## config.mk

```make
export PLATFORM = sky130hd
export DESIGN_NAME = puncturer
export DESIGN_NICKNAME = d
export VERILOG_FILES = /design/src/rtl/puncturer_pkg.sv /design/src/rtl/puncturer.sv
export SDC_FILE = /design/constraint.sdc
export NUM_CORES = 1
export LEC_CHECK = 0
export CELL_PAD_IN_SITES_DETAIL_PLACEMENT = 1
export CELL_PAD_IN_SITES_GLOBAL_PLACEMENT = 1
export CORE_MARGIN = 3
export CORE_UTILIZATION = 33
export DETAILED_ROUTE_END_ITERATION = 10
export HOLD_SLACK_MARGIN = 0.02
export PLACE_DENSITY_LB_ADDON = 0.1
export SYNTH_ARGS = -nofsm -noshare
export SYNTH_HDL_FRONTEND = slang
export SYNTH_SLANG_ARGS = --single-unit
```

## constraint.sdc

```tcl
create_clock -name clk -period 1.9 [get_ports clk]
set_input_delay 0.19 -clock clk [delete_from_list [all_inputs] [get_ports clk]]
set_output_delay 0.19 -clock clk [all_outputs]
set_load 0.02 [all_outputs]
```

## src/rtl/puncturer_pkg.sv

```systemverilog
// Shared puncturing definitions: rate codes, pattern periods and keep masks,
// plus the lookup helpers used by the puncturer and the transmit controller.
package puncturer_pkg;

   localparam logic [1:0] RATE_1_2 = 2'b00;
   localparam logic [1:0] RATE_2_3 = 2'b01;
   localparam logic [1:0] RATE_3_4 = 2'b10;

   // Pattern period (pairs per repetition) for each rate.
   localparam logic [1:0] PERIOD_1_2 = 2'd1;
   localparam logic [1:0] PERIOD_2_3 = 2'd2;
   localparam logic [1:0] PERIOD_3_4 = 2'd3;

   // Keep masks: phase p occupies bits [2p+1:2p]; bit 1 keeps A, bit 0 keeps B.
   localparam logic [5:0] KEEP_1_2 = 6'b11_11_11;
   localparam logic [5:0] KEEP_2_3 = 6'b00_10_11;
   localparam logic [5:0] KEEP_3_4 = 6'b01_10_11;

   // Period for a rate code; the reserved code behaves as rate 1/2.
   function automatic logic [1:0] rate_period(input logic [1:0] r);
      logic [1:0] p;
      case (r)
         RATE_2_3: p = PERIOD_2_3;
         RATE_3_4: p = PERIOD_3_4;
         default:  p = PERIOD_1_2;
      endcase
      return p;
   endfunction

   // {keep A, keep B} for a rate code and pattern phase.
   function automatic logic [1:0] keep_mask(input logic [1:0] r, input logic [1:0] ph);
      logic [5:0] m;
      case (r)
         RATE_2_3: m = KEEP_2_3;
         RATE_3_4: m = KEEP_3_4;
         default:  m = KEEP_1_2;
      endcase
      m = m >> {ph, 1'b0};
      return m[1:0];
   endfunction

endpackage

```

## src/rtl/puncturer.sv

```systemverilog
// Puncturer: drops encoder bits according to the selected code rate and
// serialises the kept bits (A before B) through a two-entry holding buffer.
module puncturer
   import puncturer_pkg::*;
(
   input  logic       clk,
   input  logic       rst,
   input  logic [1:0] rate,
   input  logic       frame_start,
   input  logic [1:0] in_pair,
   input  logic       in_valid,
   output logic       in_ready,
   output logic       out_bit,
   output logic       out_valid,
   input  logic       out_ready
);

   logic [1:0] rate_reg, rate_next;
   logic [1:0] phase_reg, phase_next;
   logic [1:0] count_reg, count_next;
   logic [1:0] buf_reg, buf_next;      // buf_reg[0] is the oldest entry
   logic       valid_reg, valid_next;

   logic       consume;
   logic       accept;
   logic [1:0] eff_rate;
   logic [1:0] eff_phase;
   logic [1:0] keep;
   logic [1:0] period;

   assign consume   = valid_reg & out_ready;
   assign in_ready  = (count_reg == 2'd0) || ((count_reg == 2'd1) && consume);
   assign accept    = in_valid & in_ready;
   assign out_valid = valid_reg;
   assign out_bit   = buf_reg[0];

   // Next-state: frame_start takes effect for a pair accepted in the same cycle.
   always_comb begin
      eff_rate   = frame_start ? rate : rate_reg;
      eff_phase  = frame_start ? 2'd0 : phase_reg;
      keep       = keep_mask(eff_rate, eff_phase);
      period     = rate_period(eff_rate);
      rate_next  = eff_rate;
      phase_next = eff_phase;
      buf_next   = buf_reg;
      count_next = count_reg;

      if (consume) begin
         buf_next   = {1'b0, buf_reg[1]};
         count_next = count_reg - 2'd1;
      end

      // A pair is only accepted when the buffer is empty after the shift,
      // so the kept bits always land at the head of the buffer.
      if (accept) begin
         phase_next = (eff_phase == (period - 2'd1)) ? 2'd0 : eff_phase + 2'd1;
         case (keep)
            2'b11: begin
               buf_next   = {in_pair[0], in_pair[1]};
               count_next = 2'd2;
            end
            2'b10: begin
               buf_next   = {1'b0, in_pair[1]};
               count_next = 2'd1;
            end
            2'b01: begin
               buf_next   = {1'b0, in_pair[0]};
               count_next = 2'd1;
            end
            default: begin
               buf_next   = 2'b00;
               count_next = 2'd0;
            end
         endcase
      end

      valid_next = (count_next != 2'd0);
   end

   // State registers; reset discards held bits and restarts the pattern at rate 1/2.
   always_ff @(posedge clk or negedge rst) begin
      if (!rst) begin
         rate_reg  <= RATE_1_2;
         phase_reg <= 2'd0;
         count_reg <= 2'd0;
         buf_reg   <= 2'b00;
         valid_reg <= 1'b0;
      end else begin
         rate_reg  <= rate_next;
         phase_reg <= phase_next;
         count_reg <= count_next;
         buf_reg   <= buf_next;
         valid_reg <= valid_next;
      end
   end

endmodule

```

* Yosys cells after proc, flatten, opt, wreduce, memory -nomap -nowiden
Index checks and enable logic that the tools add are counted.
** Storage, ports and cells
- Bits in registers :: 9
- Latch bits :: 0
- Memory bits (writable) :: 0
- Memory bits (read-only) :: 0
- Input port bits :: 9
- Output and inout port bits :: 3
- Word-level logic and storage cells :: 36
- Memories kept :: 0
** Operators by class
- Add/subtract/negate cells :: 3
- Multiply operators :: 0
- Div/mod/pow operators :: 0
- $lt $le $gt $ge :: 0
- Eq/ne operators :: 7
- Shifts and indexed selects :: 1
- Muxes and demuxes :: 12
- Bitwise logic cells :: 2
- Reduce and logical (&&, ||, !) cells :: 6
** Operators with widths (number)
- $mux 2 :: 8
- $pmux 6 s2 :: 1
- $pmux 2 s2 :: 2
- $eq 2x1->1 const B :: 3
- $eq 2x2->1 const B :: 3
- $pmux 2 s3 :: 1
- $shr 6x3->2 :: 1
- $reduce_bool 2->1 :: 2
- $sub 2x1->2 const B :: 2
- $add 2x1->2 const B :: 1
- $and 1x1->1 :: 2
- $eq 2x2->1 :: 1
- $logic_not 2->1 :: 1
- $reduce_or 2->1 :: 1
- $logic_and 1x1->1 :: 1
- $logic_or 1x1->1 :: 1

* Longest topological paths before layout
Gate-level depths: netlist of run 1.
- Depth after elaboration :: 9
- Gate-level depth with buffers :: 13
- Depth with buffers taken out :: 13

* Least setup slack after synthesis of run 1
Ideal clock, no wire load.
- Kind :: register -> register
- Start :: reg rate_reg[0]
- End :: reg buf_reg[0]
- Setup time :: 126 ps
- Data arrival time :: 1822 ps
- Data required time :: 1774 ps
- Slack :: -49 ps
- Cell stages (with the launch flop) :: 14
- Buffers on the path :: 0
- Period minus slack after synthesis :: 1949 ps
- Path through :: dfrtp_1 > mux2i_1 > inv_1 > ha_1 > inv_1 > ha_1 > nor2b_1 > o21bai_1 > inv_1 > ha_1 > o21ai_0 > a21oi_1 > nor2_1 > a21oi_1
** Between the ends
- Cells in the longest elaborated chain, start to end :: 7
- Elaborated cells on any way between the ends :: 10
- Those cells by class :: eq/ne: 5; shift: 1; mux: 4
** Ends and longest elaborated chain
- from (decl) :: line puncturer.sv:18 : logic [1:0] rate_reg, rate_next;
- from (signal assigned) :: line puncturer.sv:89 : rate_reg <= rate_next;
- $mux 2 * :: line puncturer.sv:39 : eff_rate = frame_start ? rate : rate_reg;
- via eff_rate[0] :: line puncturer.sv:26 : logic [1:0] eff_rate;
- $eq 2x2->1 / $eq 2x1->1 (equally long branches) :: line puncturer_pkg.sv:33 : case (r)
- $pmux 6 s2 * :: line puncturer_pkg.sv:33
- $shr 6x3->2 * :: line puncturer_pkg.sv:38 : m = m >> {ph, 1'b0};
- $eq 2x1->1 / $eq 2x2->1 (equally long branches) :: line puncturer.sv:57 : case (keep)
- $pmux 2 s3 * :: line puncturer.sv:57
- $mux 2 * :: line puncturer.sv:55 : if (accept) begin
- to (signal assigned) :: line puncturer.sv:92 : buf_reg <= buf_next;
- to (decl) :: line puncturer.sv:21 : logic [1:0] buf_reg, buf_next;
The timed path passes the listed nets; every way through them passes the cells marked *.
A chain may end at the register's enable or synchronous reset.

* Final worst setup path of run 1
- Start :: reg rate_reg[1]
- End :: reg buf_reg[0]
** Between the ends
- Cells in the longest elaborated chain, start to end :: 7
- Elaborated cells on any way between the ends :: 10
- Those cells by class :: eq/ne: 5; shift: 1; mux: 4
** Ends and longest elaborated chain (line)
- $mux 2 * :: puncturer.sv:39
- $eq 2x2->1 / $eq 2x1->1 (equally long branches) :: puncturer_pkg.sv:33
- $pmux 6 s2 * :: puncturer_pkg.sv:33
- $shr 6x3->2 * :: puncturer_pkg.sv:38
- $eq 2x1->1 / $eq 2x2->1 (equally long branches) :: puncturer.sv:57
- $pmux 2 s3 * :: puncturer.sv:57
- $mux 2 * :: puncturer.sv:55
Every way passes the cells marked *; elsewhere a longest branch is shown, timed or not.

==> results of run 1 <==
[cell families (layout without fill, tap and decap cells)]
group / count (synthesis) / after routing / share of synthesized area
AND/OR/NAND/NOR: 18 / 18 / 0.151
AO/OA/AOI/OAI: 14 / 14 / 0.128
adder cells (fa/ha/maj): 10 / 10 / 0.204
flip-flops: 9 / 9 / 0.367
buffers and inverters: 9 / 38 / 0.0570
multiplexers: 4 / 4 / 0.0652
XOR/XNOR: 2 / 2 / 0.0285
[power breakdown]
part           switching [mW]  internal [mW]
sequential             0.0426          0.256
clock                  0.0661         0.0809
combinational           0.265          0.263
total                   0.373          0.600
[area by class of cell]
class                           instances  area (um^2)
Sequential cell                         9          225
Tap cell                               24         30.0
Timing Repair Buffer                   26          228
Fill cell                             175          606
Inverter                                8         30.0
Multi-Input combinational cell         48          484
Clock buffer                            4         26.3
[cells in the final DEF (no fill, tap or decap), drive strengths merged]
cell,n
clkdlybuf4s50,9
nand3,1
nor3,2
dlymetal6s2s,1
clkbuf,4
nor2,6
a21o,1
buf,15
ha,10
xnor2,2
nand2,4
or4,1
o21bai,1
nor2b,1
mux2i,4
a21oi,7
dlygate4sd2,1
inv,8
a31o,1
dfrtp,9
nand2b,3
o21ai,4
[per-layer routing]
layer / global-route usage / vias up / wire length (um)
met4: 0.0427 / 0 / 16
met5: 0 / - / 0
met2: 0.288 / 19 / 891
met3: 0.0612 / 4 / 92
li1: - / 279 / -
met1: 0.168 / 273 / 692
[worst paths after layout]
path	end	slack [ns]
hold / removal	rate_reg[0]$_DFF_PN0_	0.26
hold reg to reg	buf_reg[1]$_DFFE_PN0P_	0.52
max in group asynchronous	count_reg[0]$_DFF_PN0_	1.32
setup / recovery	buf_reg[0]$_DFFE_PN0P_	-0.09
min in group clk	buf_reg[1]$_DFFE_PN0P_	0.52
setup reg to reg	buf_reg[0]$_DFFE_PN0P_	-0.09
[through the flow]
| step | cells | setup slack, ns | util | cell area, um^2 |
|---|---|---|---|---|
| 6_report | 119 | -0.0910 | 0.628 | 1020 |
| 5_1_grt | 119 | -0.208 | 0.628 | 1020 |
| 4_1_cts | 117 | -0.0697 | 0.612 | 997 |
| 3_5_place_dp | 111 | -0.710 | 0.513 | 836 |
| 3_3_place_gp | 111 | -0.547 | 0.513 | 836 |
| 2_1_floorplan | 66 | 0.0290 | - | 618 |
[cell usage after synthesis (all sizes together) (2+ instances only)]
cell type,instances
nand2,4
mux2i,4
inv,8
dfrtp,9
ha,10
xnor2,2
nand2b,3
nor3,2
nor2,6
o21ai,4
a21oi,7
[what timing repair did]
item                       CTS  global route
resized for setup           27             4
pin swaps                    9             5
setup endpoints to repair    5             6
setup buffers                2             2
hold buffers                 0             0
==> summary.md, run 1 <==
| Metric | Value |
|---|---|
| Status | `finished, violations left` |
| Failing checks | `negative setup slack` |
| Synth area leaders | `dfrtp_1 37%, ha_1 20%, mux2i_1 6.5%` |
| Drt pass-1 iters | `4` |
| Critical path required time | `2.04 ns` |
| Largest net degree at the start of global routing | `11` |
| Ant. Diodes | `0` |
| CP Capture Type | `flop` |
| CTS tree | `built` |
| Yosys reg bits | `9` |
| Mapped Avg Cell Area | `9.31 um^2` |
| Setup ws final | `-0.0910 ns` |
| Drt drc | `0` |
| Min Hold Slack | `0.255 ns` |
| Final #Nets | `115` |
| WL/cell | `14.2 um` |
| CTS Sinks | `9` |
| Post-DR vias/cell | `4.83` |
| Final Hold Fails | `0` |
| Core ar. | `0.00163 mm^2` |
| Initial antenna violation count | `0` |
| Post-synth EDFFs | `0` |
| CTS clk-pin slew, worst paths | `0.06 ns` |
| H-Tree Depth | `1` |
| Most frequent CP cell | `ha_4` |
| Starting density of the core | `0.377` |
| Count of pins over their slew limit | `0` |
| First-pass GRT wire length | `2850 um` |
| Root Buffer | `clkbuf_4` |
| Number of placement rows | `14` |
| Initial drt markers | `1` |
| Total die area | `0.00242 mm^2` |
| Half-perimeter wire length after placement | `1130 um` |
| Cell with the largest stage delay on the worst path | `dfrtp_1` |
| Share of post-route cells with drive strength above 1 | `0.421` |
| Sum of negative setup slack | `-0.185 ns` |
| Top-level I/O count | `12` |
| Leakage | `0.463 nW` |
| CP top delay family | `adder cells` |
| Number of CTS-inserted buffers | `3` |
| Sequential-to-total area share from yosys stat | `0.367` |
| Fraction of registers with async set/reset | `1.00` |
| Max Cap Viol | `0` |
| Period Utilization, post-route | `1.05` |
| Clock Path Buffers | `2` |
| Die height | `49.1 um` |
| Area grow syn2layout | `66.6%` |
| RR Startpoint | `rate_reg[1]$_DFF_PN0_` |
| Largest fanout on the critical path | `4` |
| Insertion delay to the later sink of the worst-skew pair | `0.26 ns` |
| Buffers plus inverters on the worst setup path | `2` |
| Type of the tightest min-delay check | `input pin to asynchronous set/reset pin` |
| Tightest Pin Transition | `0.474 ns` |
| Worst path cell trace | `mux2i_2, ha_2, inv_2, ha_4, nor2b_4, o21bai_4, buf_4, ha_4, o21ai_2, a21oi_2, nor2_1, a21oi_1` |
| PD cells | `951 mW/mm^2` |
| Syn Std Cell Area | `614 um^2` |
| Warnings, synthesis | `0` |
| FF-to-FF path depth | `12` |
| Vias in the first global route | `643` |
| Total chip power | `0.973 mW` |
| Global placement routability congestion | `0.758` |
| CP Depth | `12` |
| Syn Inst Count | `66` |
| DRT antenna net count | `0` |
| Post-synth top area share | `0.367` |
| Syn Nets | `85` |
| Clock skew | `0.00186 ns` |
| Grt total ovfl | `0` |
| Top cell type by total area after synthesis | `dfrtp_1` |
| CP startpoint | `rate_reg[1]$_DFF_PN0_` |
| Setup crit start kind | `flop` |
| CP arrival | `2.13 ns` |
| Post-synth top flop | `dfrtp_1` |
| PortBufs | `11` |
| Via count | `575` |
| Die extent in x | `49.1 um` |
| Normalized max-slew margin | `0.683` |
| Crit path largest cell delay | `0.37 ns` |
| RSZ-0062 raised after global routing | `yes` |
| Period minus WS final | `1.99 ns` |
| Total track usage | `0.159` |
| WL final | `1690 um` |
| Peak supply drop | `0.573 mV` |
| WS Path Type | `flop to flop` |
| Finish-stage setup viols | `3` |
| Fmax | `502 MHz` |
| Library cells used by synthesis | `19` |
Power figures use the tool's default switching activity.
==> run 2, diff against run 1 <==
--- a/config.mk
+++ b/config.mk
@@ -5,12 +5,14 @@
 export SDC_FILE = /design/constraint.sdc
 export NUM_CORES = 1
 export LEC_CHECK = 0
+export ABC_AREA = 1
 export CELL_PAD_IN_SITES_DETAIL_PLACEMENT = 1
 export CELL_PAD_IN_SITES_GLOBAL_PLACEMENT = 1
 export CORE_MARGIN = 3
-export CORE_UTILIZATION = 33
+export CORE_UTILIZATION = 32
 export DETAILED_ROUTE_END_ITERATION = 10
 export HOLD_SLACK_MARGIN = 0.02
+export MAX_ROUTING_LAYER = met4
 export PLACE_DENSITY_LB_ADDON = 0.1
 export SYNTH_ARGS = -nofsm -noshare
 export SYNTH_HDL_FRONTEND = slang
==> run 2 against run 1 <==
Net effect:
- the run still ends with negative setup slack left
- global-route usage grew 0.82 points
- design area down 0.49%
- critical endpoint unchanged
- synthesized cell count grew 30%
==> summary.md, run 2 <==
| Metric | Value |
|---|---|
| Status | `finished, violations left (unchanged)` |
| Failing checks | `negative setup slack (unchanged)` |
| Global placement routability congestion | `0.745 (was 0.758)` |
| WL final | `1900 um (was 1690 um)` |
| Normalized max-slew margin | `0.719 (was 0.683)` |
| Period minus WS final | `1.92 ns (was 1.99 ns)` |
| Finish-stage setup viols | `1 (was 3)` |
| Synth area leaders | `dfrtp_1 35%, ha_1 19%, nand2_1 13% (was dfrtp_1 37%, ha_1 20%, mux2i_1 6.5%)` |
| Setup ws final | `-0.0247 ns (was -0.0910 ns)` |
| Clock Path Buffers | `2 (unchanged)` |
| Insertion delay to the later sink of the worst-skew pair | `0.27 ns (was 0.26 ns)` |
| First-pass GRT wire length | `3120 um (was 2850 um)` |
| Synth cell count leaders | `22 x nand2_1, 17 x inv_1, 10 x ha_1, 9 x dfrtp_1, 8 x nand3_1 (was 10 x ha_1, 9 x dfrtp_1, 8 x inv_1, 7 x a21oi_1, 6 x nor2_1)` |
| Compound-Gate Fraction of Synth Area | `0.0557 (was 0.128)` |
| Post-synthesis simple-gate area fraction | `0.290 (was 0.151)` |
| Leakage | `0.505 nW (was 0.463 nW)` |
| CTS Sinks | `9 (unchanged)` |
| Leading cell type in the layout, fill and taps excluded | `nand2_1 (was buf_4)` |
| CP Capture Type | `flop (unchanged)` |
| Peak supply drop | `0.410 mV (was 0.573 mV)` |
| Yosys reg bits | `9 (unchanged)` |
| Die extent in x | `51.1 um (was 49.1 um)` |
| CP top delay family | `adder cells (unchanged)` |
| Cell with the largest stage delay on the worst path | `dfrtp_1 (unchanged)` |
| Cell with the most instances after synthesis | `nand2_1 (was ha_1)` |
| Seq pwr share | `0.320 (was 0.307)` |
| Root Buffer | `clkbuf_4 (unchanged)` |
| Most frequent CP cell | `inv_2 (was ha_4)` |
| WS Path Type | `flop to flop (unchanged)` |
| Syn Inst Count | `86 (was 66)` |
| Type of the tightest min-delay check | `input pin to asynchronous set/reset pin (unchanged)` |
| Psw | `0.355 mW (was 0.373 mW)` |
| Post-synthesis adder-cell area fraction | `0.192 (was 0.204)` |
| Largest fanout on the critical path | `4 (unchanged)` |
| Number of CTS-inserted buffers | `3 (unchanged)` |
| Mapped Avg Cell Area | `7.58 um^2 (was 9.31 um^2)` |
| Final Util | `0.559 (was 0.628)` |
| Number of placement rows | `15 (was 14)` |
| Library cells used by synthesis | `14 (was 19)` |
| Grt total ovfl | `0 (unchanged)` |
| Commonest cells after routing, fill and taps aside | `22 x nand2_1, 11 x inv_1, 9 x dfrtp_1, 9 x buf_4, 8 x nand3_1 (was 14 x buf_4, 9 x dfrtp_1, 9 x clkdlybuf4s50_1)` |
| Top cell type by total area after synthesis | `dfrtp_1 (unchanged)` |
| RSZ-0062 raised after global routing | `yes (unchanged)` |
| Total chip power | `0.858 mW (was 0.973 mW)` |
| Ant. Diodes | `0 (unchanged)` |
| Final #Nets | `132 (was 115)` |
| Tightest Pin Transition | `0.421 ns (was 0.474 ns)` |
| Max Cap Viol | `0 (unchanged)` |
| Vias in the first global route | `677 (was 643)` |
| Post-synthesis mux area share | `0 (was 0.0652)` |
| PortBufs | `11 (unchanged)` |
| Die height | `51.1 um (was 49.1 um)` |
| Area after DPL | `867 um^2 (was 836 um^2)` |
| Fraction of registers with async set/reset | `1.00 (unchanged)` |
| Warnings, synthesis | `0 (unchanged)` |
| Drt pass-1 iters | `4 (unchanged)` |
| Post-synth top area share | `0.345 (was 0.367)` |
| Post-synth EDFFs | `0 (unchanged)` |
| Final Hold Fails | `0 (unchanged)` |
| Crit path largest cell delay | `0.37 ns (about the same)` |
| Area grow syn2layout | `56.2% (was 66.6%)` |
| Core ar. | `0.00182 mm^2 (was 0.00163 mm^2)` |
| Min Hold Slack | `0.224 ns (was 0.255 ns)` |
| H-Tree Depth | `1 (unchanged)` |
| Setup crit start kind | `flop (unchanged)` |
| DRT antenna net count | `0 (unchanged)` |
| Post-route cell area | `0.00102 mm^2 (about the same)` |
| Total track usage | `0.167 (was 0.159)` |
| Number of hold buffers added after CTS | `0 (unchanged)` |
| Buffers plus inverters on the worst setup path | `5 (was 2)` |
| Top-level I/O count | `12 (unchanged)` |
| Critical path required time | `2.10 ns (was 2.04 ns)` |
| Int Pwr | `0.502 mW (was 0.600 mW)` |
| Combinational Power Share | `0.502 (was 0.542)` |
| Half-perimeter wire length after placement | `1300 um (was 1130 um)` |
| CP arrival | `2.13 ns (about the same)` |
| CTS clk-pin slew, worst paths | `0.06 ns (about the same)` |
| Share of post-route cells with drive strength above 1 | `0.313 (was 0.421)` |
| PD cells | `842 mW/mm^2 (was 951 mW/mm^2)` |
| Main combinational cell family by area after synthesis | `simple AND/OR/NAND/NOR gates (was adder cells)` |
| Drt drc | `0 (unchanged)` |
| Starting density of the core | `0.358 (was 0.377)` |
| Period Utilization, post-route | `1.01 (was 1.05)` |
| Clock power frac | `0.177 (was 0.151)` |
| Total die area | `0.00261 mm^2 (was 0.00242 mm^2)` |
| Via count | `641 (was 575)` |
| Largest net degree at the start of global routing | `10 (was 11)` |
| Post-DR vias/cell | `4.68 (was 4.83)` |
| Post-synth top flop | `dfrtp_1 (unchanged)` |
| Fmax | `520 MHz (was 502 MHz)` |
| Initial drt markers | `3 (was 1)` |
| Sequential-to-total area share from yosys stat | `0.345 (was 0.367)` |
| WL/cell | `13.9 um (was 14.2 um)` |
| Net Sw Frac | `0.414 (was 0.384)` |
| CTS tree | `built (unchanged)` |
| Count of pins over their slew limit | `0 (unchanged)` |
| Initial antenna violation count | `0 (unchanged)` |
| Synth Area in XOR/XNOR | `0.0134 (was 0.0285)` |
| Clock skew | `0.00485 ns (was 0.00186 ns)` |
| Syn Nets | `105 (was 85)` |
| Syn Std Cell Area | `652 um^2 (was 614 um^2)` |
| Worst path cell trace | `o21ai_2, inv_2, ha_4, inv_2, ha_4, nor2_4, a31oi_4, inv_2, buf_6, ha_1, inv_1, nand3_1, nand2_1 (was mux2i_2, ha_2, inv_2, ha_4, nor2b_4, o21bai_4, buf_4, ha_4, o21ai_2, a21oi_2, nor2_1, a21oi_1)` |
| Sum of negative setup slack | `-0.0247 ns (was -0.185 ns)` |
[run 2: area by class of cell]
type                            instances  area (um^2)
Timing Repair Buffer                   22          196
Fill cell                             237          802
Clock buffer                            4         26.3
Sequential cell                         9          225
Multi-Input combinational cell         59          472
Tap cell                               25         31.3
Inverter                               18         67.6
[run 2: per-stage QoR]
| stage | instances | setup slack, ns |
|---|---|---|
| floorplan | 86 | 0.0116 |
| global placement | 131 | -0.628 |
| detailed placement | 131 | -0.692 |
| CTS | 136 | 0.00135 |
| global route | 137 | -0.134 |
| finish | 137 | -0.0247 |
[run 2: final timing paths]
check                                        from                endpoint  slack, ns  cells past startpoint
setup / recovery            rate_reg[0]$_DFF_PN0_  buf_reg[0]$_DFFE_PN0P_      -0.02                     13
hold / removal                                rst  phase_reg[0]$_DFF_PN0_       0.22                      1
setup reg to reg            rate_reg[0]$_DFF_PN0_  buf_reg[0]$_DFFE_PN0P_      -0.02                     13
hold reg to reg            buf_reg[1]$_DFFE_PN0P_  buf_reg[1]$_DFFE_PN0P_       0.52                      2
max in group asynchronous                     rst  buf_reg[0]$_DFFE_PN0P_       1.38                      1
min in group clk                          rate[1]   rate_reg[1]$_DFF_PN0_       0.42                      4
[run 2: power by group through the flow]
stage               combinational, mW  sequential (mW)  clock, mW
finish                          0.431            0.275      0.152
global route                    0.482            0.283      0.164
CTS                             0.415            0.276      0.154
detailed placement              0.386            0.278          0
global placement                0.377            0.275          0
floorplan                       0.218            0.286          0
[run 2: cell families (layout without fill, tap and decap cells)]
logic type                 after synthesis  in the layout
buffers and inverters                   18             44
DFF                                      9              9
xor gates and xnor gates                 1              1
and+or+nand+nor                         41             41
AOI/OAI and AO/OA                        7              7
adders and majority gates               10             10
[run 2: metal layers]
metal  global-route usage  up-vias  wire, um
li1                     -      319         -
met1                0.211      303       850
met2                0.258       12       929
met3               0.0321        7        68
met4               0.0762        0        50
met5                    -        -         0
[run 2: timing repair]
item / 4_1_cts / 5_1_grt
endpoints found under the setup margin: 6 / 4
gates resized for setup: 23 / 9
buffers inserted: 1 / 1
pin swaps: 11 / 12
==> patch, RTL diff (flow settings as in run 2) <==
Make the reset (`rst`) synchronous in one clocked block.
--- a/src/rtl/puncturer.sv
+++ b/src/rtl/puncturer.sv
@@ -78,7 +78,7 @@
    end
 
    // State registers; reset discards held bits and restarts the pattern at rate 1/2.
-   always_ff @(posedge clk or negedge rst) begin
+   always_ff @(posedge clk) begin
       if (!rst) begin
          rate_reg  <= RATE_1_2;
          phase_reg <= 2'd0;
Behaviour: differs if rst is asserted again (counterexample within 4 cycles, from zero or initial values and one cycle with rst low); with rst held inactive, the same outputs for 10 cycles.
==> patch against run 2 <==
Routed wire length fell by 9.9%; clock power shrank 5%; setup slack better by 90 ps; total power down 12%; area after synthesis down 0.38%; first-iteration DRC count grew to 2.7 times the old value; global-route usage fell by 0.53 points; core utilization decreased by 0.55 points; sequential cell count unchanged; clock skew increased by 0.55 ps; cell area fell by 0.98%; die area fell by 0.35%.
==> patch: results (changes against run 2) <==
DP HPWL=1400 um (+8.0%); Netlist cell types=18 (+4); clk_skew=5.40 ps (+0.548 ps); yosys warns=0 (unchanged); CP delay by family, top=simple AND/OR/NAND/NOR gates; DP Area=912 um2 (+5.2%); met2 Use GR=0.290 (+0.0322); largest net degree at the start of global routing=8 (-2); status=finished, final reports clean; Mapped Nets=108 (+2.9%); post_cts resized=21 (-8.7%); Wirelength per Cell=12.0 um (-13%); Setup Buffers After CTS=0 (-1); CTS clk-pin slew, worst paths=60 ps (about the same); asr flop ratio synth=0 (-1.00); worst min-delay path category=in -> reg; top post-synthesis cells by area=dfxtp_1, ha_1, nand2_1; Primary FF master, synth=dfxtp_1; met1 wire length=732 um (-14%); WL met2=886 um (-4.6%); vias in the first global route=680 (+0.44%); reg2reg start=rate_reg[0]; 1st-iter DRT viols=8 (+5); Placer Congestion=0.773 (+3.8%); Pre-antenna DRT Iters=2 (-2); worst r2r dst=buf_reg[0]; max frequency=545 MHz (+4.9%); Critical Path AT=1980 ps (-150 ps); antenna violations before repair=0 (unchanged); VDD IR max=0.293 mV (-29%); most frequent cells after synthesis=nand2_1, inv_1, ha_1; sequential share of the synthesized area=0.277 (-0.0680); Worst R2R Path Depth=15 (+2); max incr delay on CP=230 ps (-140 ps); Pleak=0.000470 uW (-6.8%); slowest cell on the critical path=dlygate4sd2_1; dpl ws=-640 ps (+52.4 ps); WL met3=69 um (+1.5%); met1 GRT Util=0.171 (-0.0391); first-pass GRT wire length=2990 um (-4.0%); Vias=639 (-0.31%); Critical Path Sink=buf_reg[0]; GRT Total Usage=0.161 (-0.00532); R2R setup slack=80 ps (+100 ps); worst setup path start=rate[0]; layout cell share with drive strength beyond 1=0.402 (+0.0892); final cell count without fillers=142 (+3.6%); Post-Synthesis Cells=89 (+3.5%); slew at the pin with the worst max-slew slack=242 ps (-179 ps)
[patch: cell types whose count changed in the layout (fill, tap and decap cells not counted), moves of 4 or more]
cell	run 2	this run
buf_4	9	13
dfrtp_1	9	0
dfxtp_1	0	9
nand2_1	22	18
nand3b_1	4	0
[patch: cell type report]
| class | instances | area, um2 |
|---|---|---|
| Clock buffer | 4 | 26.3 |
| Fill cell | 230 | 812 |
| Inverter | 17 | 63.8 |
| Multi-Input combinational cell | 63 | 504 |
| Sequential cell | 9 | 180 |
| Tap cell | 25 | 31.3 |
| Timing Repair Buffer | 24 | 203 |
[patch: worst reg2reg max path, delay by kind of cell, from the launching register on]
family / cells / cell delay (ps)
fa+ha+maj: 3 / 460
compound gates: 3 / 380
simple gates: 6 / 350
flops: 1 / 300
buf+inv: 3 / 220
[patch: report_power, final]
| group | switching, uW | leakage [uW] | internal [uW] |
|---|---|---|---|
| clock network | 63.0 | 0.0000150 | 80.7 |
| registers | 25.6 | 0.0000744 | 225 |
| logic | 204 | 0.000381 | 160 |
[patch: kinds of logic after synthesis]
logic type                 after synthesis  share of synthesized area
and+or+nand+nor                         41                      0.297
buffers and inverters                   17                     0.0983
AOI/OAI and AO/OA                       11                      0.121
adders and majority gates               10                      0.193
DFF                                      9                      0.277
xor gates and xnor gates                 1                     0.0135
[patch: how the worst min path moves through the flow]
stage / slack (ps) / start / cells past startpoint / endpoint
finish: 350 / frame_start / 4 / rate_reg[1]
global route: 370 / frame_start / 4 / rate_reg[1]
CTS: 440 / rate[1] / 4 / rate_reg[1]
detailed placement: 510 / buf_reg[0] / 2 / buf_reg[0]
global placement: 480 / buf_reg[1] / 2 / buf_reg[1]
floorplan: 310 / rst / 2 / phase_reg[0]
